<file path="config.mk">
export PLATFORM = sky130hd
export DESIGN_NAME = magcomp_result_stage
export DESIGN_NICKNAME = d
export VERILOG_FILES = /design/src/rtl/magcomp_result_stage.sv
export SDC_FILE = /design/constraint.sdc
export NUM_CORES = 1
export LEC_CHECK = 0
export ABC_AREA = 0
export BUFFER_PORTS_ARGS = -buffer_cell sky130_fd_sc_hd__buf_2
export CAP_MARGIN = 20
export CORE_UTILIZATION = 54
export CTS_CLUSTER_SIZE = 40
export DETAILED_ROUTE_END_ITERATION = 16
export PLACE_DENSITY = 0.79
export SYNTH_ARGS = -nofsm -noshare
export SYNTH_HDL_FRONTEND = slang
export SYNTH_SLANG_ARGS = --single-unit
</file>
<file path="constraint.sdc">
create_clock -name clk -period 2.1 [get_ports clk]
set_input_delay 0 -clock clk [delete_from_list [all_inputs] [get_ports clk]]
set_output_delay 0 -clock clk [all_outputs]
set_load 0.005 [all_outputs]
</file>
<file path="src/rtl/magcomp_result_stage.sv">
// Registered valid/ready result stage behind the 4-bit magnitude comparator:
// 2-entry FIFO, saturating outcome counters, sticky one-hot error flag.
// Optional running-max tracking is enabled by defining MAGCOMP_MAX_TRACK_EN.
module magcomp_result_stage #(
    parameter int CNT_W = 8
) (
    input  logic             clk,
    input  logic             rst_n,
    input  logic             clr,
    input  logic             in_valid,
    output logic             in_ready,
    input  logic [3:0]       a,
    input  logic [3:0]       b,
    input  logic             z,
    input  logic             x,
    input  logic             y,
    output logic             out_valid,
    input  logic             out_ready,
    output logic [3:0]       out_a,
    output logic [3:0]       out_b,
    output logic             out_z,
    output logic             out_x,
    output logic             out_y,
    output logic [CNT_W-1:0] eq_cnt,
    output logic [CNT_W-1:0] gt_cnt,
    output logic [CNT_W-1:0] lt_cnt,
    output logic             onehot_err,
    output logic [3:0]       max_val
);

    localparam logic [CNT_W-1:0] CNT_MAX = '1;

    logic [1:0][10:0]  mem_q, mem_d;
    logic              head_q, head_d, tail_q, tail_d;
    logic [1:0]        count_q, count_d;
    logic [CNT_W-1:0]  eq_q, eq_d, gt_q, gt_d, lt_q, lt_d;
    logic              err_q, err_d;

    logic              push, pop;
    logic [2:0]        flags;
    logic              is_eq, is_gt, is_lt;

    // Ready/valid come only from registered occupancy, never from out_ready.
    assign in_ready  = (count_q < 2'd2);
    assign out_valid = (count_q != 2'd0);
    assign push      = in_valid & in_ready;
    assign pop       = out_valid & out_ready;

    assign flags = {z, x, y};
    assign is_eq = (flags == 3'b100);
    assign is_gt = (flags == 3'b010);
    assign is_lt = (flags == 3'b001);

    assign {out_a, out_b, out_z, out_x, out_y} = mem_q[head_q];

    always_comb begin
        mem_d   = mem_q;
        head_d  = head_q;
        tail_d  = tail_q;
        count_d = count_q;
        eq_d    = eq_q;
        gt_d    = gt_q;
        lt_d    = lt_q;
        err_d   = err_q;
        if (clr) begin
            head_d  = 1'b0;
            tail_d  = 1'b0;
            count_d = 2'd0;
            eq_d    = '0;
            gt_d    = '0;
            lt_d    = '0;
            err_d   = 1'b0;
        end else begin
            if (push) begin
                mem_d[tail_q] = {a, b, z, x, y};
                tail_d        = ~tail_q;
                if (is_eq && eq_q != CNT_MAX) eq_d = eq_q + 1'b1;
                if (is_gt && gt_q != CNT_MAX) gt_d = gt_q + 1'b1;
                if (is_lt && lt_q != CNT_MAX) lt_d = lt_q + 1'b1;
                if (!(is_eq || is_gt || is_lt)) err_d = 1'b1;
            end
            if (pop) head_d = ~head_q;
            case ({push, pop})
                2'b10:   count_d = count_q + 2'd1;
                2'b01:   count_d = count_q - 2'd1;
                default: count_d = count_q;
            endcase
        end
    end

    always_ff @(posedge clk or negedge rst_n) begin
        if (!rst_n) begin
            mem_q   <= '0;
            head_q  <= 1'b0;
            tail_q  <= 1'b0;
            count_q <= 2'd0;
            eq_q    <= '0;
            gt_q    <= '0;
            lt_q    <= '0;
            err_q   <= 1'b0;
        end else begin
            mem_q   <= mem_d;
            head_q  <= head_d;
            tail_q  <= tail_d;
            count_q <= count_d;
            eq_q    <= eq_d;
            gt_q    <= gt_d;
            lt_q    <= lt_d;
            err_q   <= err_d;
        end
    end

    assign eq_cnt     = eq_q;
    assign gt_cnt     = gt_q;
    assign lt_cnt     = lt_q;
    assign onehot_err = err_q;

`ifdef MAGCOMP_MAX_TRACK_EN
    logic [3:0] max_q, max_d;
    logic [3:0] larger;

    // Selection follows the flags as delivered, even when they are not one-hot.
    assign larger = (x | z) ? a : b;

    always_comb begin
        max_d = max_q;
        if (clr)                        max_d = 4'h0;
        else if (push && larger > max_q) max_d = larger;
    end

    always_ff @(posedge clk or negedge rst_n) begin
        if (!rst_n) max_q <= 4'h0;
        else        max_q <= max_d;
    end

    assign max_val = max_q;
`else
    assign max_val = 4'h0;
`endif

endmodule

</file>
==> impl_metrics.csv <==
group,metric,value,unit
status,outcome,"completed",
place,pre_cts_slack,246.7,ps
critical_path,critPathMaxFanout,13,
yosys,synth-compound-area-share,13.78,%
critical_path,cp.required,2290,ps
finish,layout-drive-gt1-share,36.16,%
place,routabilityCongestion,0.8574,
sta,fmaxAchievable,535.9,MHz
yosys,yosys.area.top_type,"dfrtp_1",
clocking,path_clk_slew,100,ps
sta,clock_skew,8.911,ps
sta,worst_pin_slew,796.5,ps
critical_path,endpoint_kind,"register",
drt,drt_iter0_markers,194,
yosys,synth-xor-area-share,0.9948,%
clocking,clock-sinks,51,
clocking,post_cts_buffers,0,
yosys,synth_top_family_by_area,"multiplexers",
sta,rsz0062_at_grt,"false",
drt,post_drt_via_cell_ratio,5.642,
yosys,synthMuxAreaShare,16.58,%
pwr,power.share.clock,26.3,%
yosys,ys_ff_latch,51,
pwr,p_seq_share,54.8,%
yosys,synth_cell_types,47,
finish,nNetsFinal,325,
pwr,power.total,2.176,mW
critical_path,cp-start-kind,"register",
clocking,cts_htree_levels,2,
sta,hold_slack,33.18,ps
drt,route.detailed.wl_per_inst,14.49,um
yosys,seq_area_frac_synth,48.32,%
die,die_area,5175,um^2
yosys,synth-edff-count,0,
drt,wl,5421,um
yosys,syn-cell-area,2641,um^2
worst_hold_path,min_path_type,"input port to register",
die,io_pins,58,
yosys,netlist.area_leader.share,48.32,%
pwr,power.density,687.0,nW/um^2
pwr,vdd_ir_drop_max,0.4855,mV
yosys,avgSynthCellArea,10.96,um^2
sta,fin_crit_sh,88.86,%
yosys,ys_top_cells_by_area,"dfrtp_1 48%, mux2_2 15%, a21oi_1 3.2%",
yosys,synthSimpleGateAreaFrac,14.64,%
place,place_inst,356,
yosys,synth_ff_type,"dfrtp_1",
drt,firstDrtPassIters,4,
finish,num_antenna_cells,0,
sta,setup_viol,0,
die,rows,25,
drt,postRouteAntennaNets,0,
critical_path,cp.arrival,2060,ps
global_routing,antenna_found_initial,0,
critical_path,slowest_delay,450,ps
die,die_h,71.94,um
yosys,netlist_instances,241,
clocking,clockBufferDepth,2,
critical_path,crit_slowest_cell,"dfrtp_1",
sta,slew_headroom,46.66,%
finish,layout_commonest_cell,"buf_2",
place,portBuffers,53,
critical_path,criticalPathCategory,"register to register",
clocking,clk_latency,300,ps
global_routing,grt_pass1_vias,1977,
global_routing,grtUsageTotal,22.27,%
sta,fin_ws,234.0,ps
yosys,synthArstFlopShare,100.0,%
global_routing,grt_pass1_wl,9004,um
clocking,cts_tree,"yes",
finish,fin_cells,374,
clocking,cts-root-buf,"clkbuf_8",
pwr,p_int,1.595,mW
yosys,yosys_warnings,0,
sta,slew_viol_final,0,
sta,hold_viol,0,
pwr,power.leakage,1.412,nW
pwr,switchingPower,0.5809,mW
die,initial_core_util,55.92,%
clocking,cts_buffers,5,
global_routing,grt_overflow_total,0,
die,core,4723,um^2
job,drv_cap,0,
sta,setup_tns,0,ps
critical_path,reg2reg_slack,230,ps
yosys,synthAdderAreaFrac,1.421,%
drt,remaining_drc_errors,0,
pwr,combPwrFrac,18.8,%
finish,syn_to_final_growth,19.94,%
global_routing,grt_max_degree,26,
pwr,p_sw_share,26.69,%
drt,via_count,2110,
die,die_w,71.94,um
critical_path,cp_cell_sequence,"nor2b_2 -> o211ai_1 -> nor4_1 -> mux2_2",
sta,post-route-min-period,1866,ps
finish,layout_common_cells,"53 x buf_2, 51 x dfrtp_1, 36 x mux2_2",
place,dp_hpwl,3797,um
[registers in the layout, indices dropped and copies added (netlist names)]
| name | count |
|---|---|
| tail_q | 1 |
| gt_cnt | 8 |
| eq_cnt | 8 |
| head_q | 1 |
| count_q | 2 |
| lt_cnt | 8 |
| mem_q | 22 |
| onehot_err | 1 |
[Yosys cell counts (3+ instances only)]
library cell	n
dfrtp_1	51
mux2_2	36
a21oi_1	17
nor2_1	16
nand2_1	10
nand3_1	9
inv_1	7
nor2b_1	7
buf_2	6
o21ai_0	6
o31ai_1	5
or4_1	5
buf_4	4
nand4_1	4
nor3_1	4
nor4_1	4
a211oi_1	3
clkbuf_1	3
ha_1	3
o311ai_0	3
o41ai_1	3
[worst paths after layout]
kind	cells after the start	start	to
setup / recovery	4	count_q[1]	lt_cnt[6]
max in group asynchronous	3	rst_n	gt_cnt[1]
min in group asynchronous	2	rst_n	mem_q[9]
hold / removal	2	y	mem_q[0]
hold reg to reg	1	mem_q[0]	mem_q[0]
setup reg to reg	4	count_q[1]	lt_cnt[6]
[logic make-up after synthesis]
group           Yosys count
simple gates             71
flops                    51
compound gates           50
mux                      39
buf+inv                  23
fa+ha+maj                 3
xor+xnor                  3
other cells               1
[what timing repair did]
action                                 in CTS  in global routing
setup endpoints to repair                   0                  0
hold buffers                               10                  0
resized for setup                           0                  0
endpoints found under the hold margin      68                  0
[cell type report]
cell class	count	area, um^2
fill	361	1555
tap	67	83.83
inverter	8	30.03
clock buffer	5	68.82
timing repair buffer	70	417.9
sequential	51	1276
multi-input combinational	170	1267
clock inverter	3	23.77
[power by group through the flow]
stage / sequential (mW) / combinational [mW] / clock [mW]
floorplan: 1.18 / 0.268 / 0
global placement: 1.20 / 0.385 / 0
detailed placement: 1.21 / 0.398 / 0
CTS: 1.19 / 0.413 / 0.587
global route: 1.21 / 0.450 / 0.631
finish: 1.19 / 0.409 / 0.573
[layer usage]
layer | global-route usage (%) | share of wire [%] | wire, um
met4 | 5.011 | 0.94 | 51
met3 | 4.167 | 3.7 | 199
met1 | 30.66 | 46 | 2515
met2 | 37.11 | 49 | 2655
met5 | 0 | 0 | 0
[worst max-delay path, delay by kind of cell, from the launching register on]
family	cells	cell delay [ps]
flip-flops	1	450
AO/OA/AOI/OAI	1	320
AND/OR/NAND/NOR	2	600
multiplexers	1	370
[through the flow]
step                utilization [%]  cell area, um^2
floorplan                         -             2653
global placement              62.99             2975
detailed placement            62.99             2975
CTS                           67.07             3168
global route                  67.07             3168
finish                        67.07             3168
No activity file was read; power rests on OpenSTA's default activity.
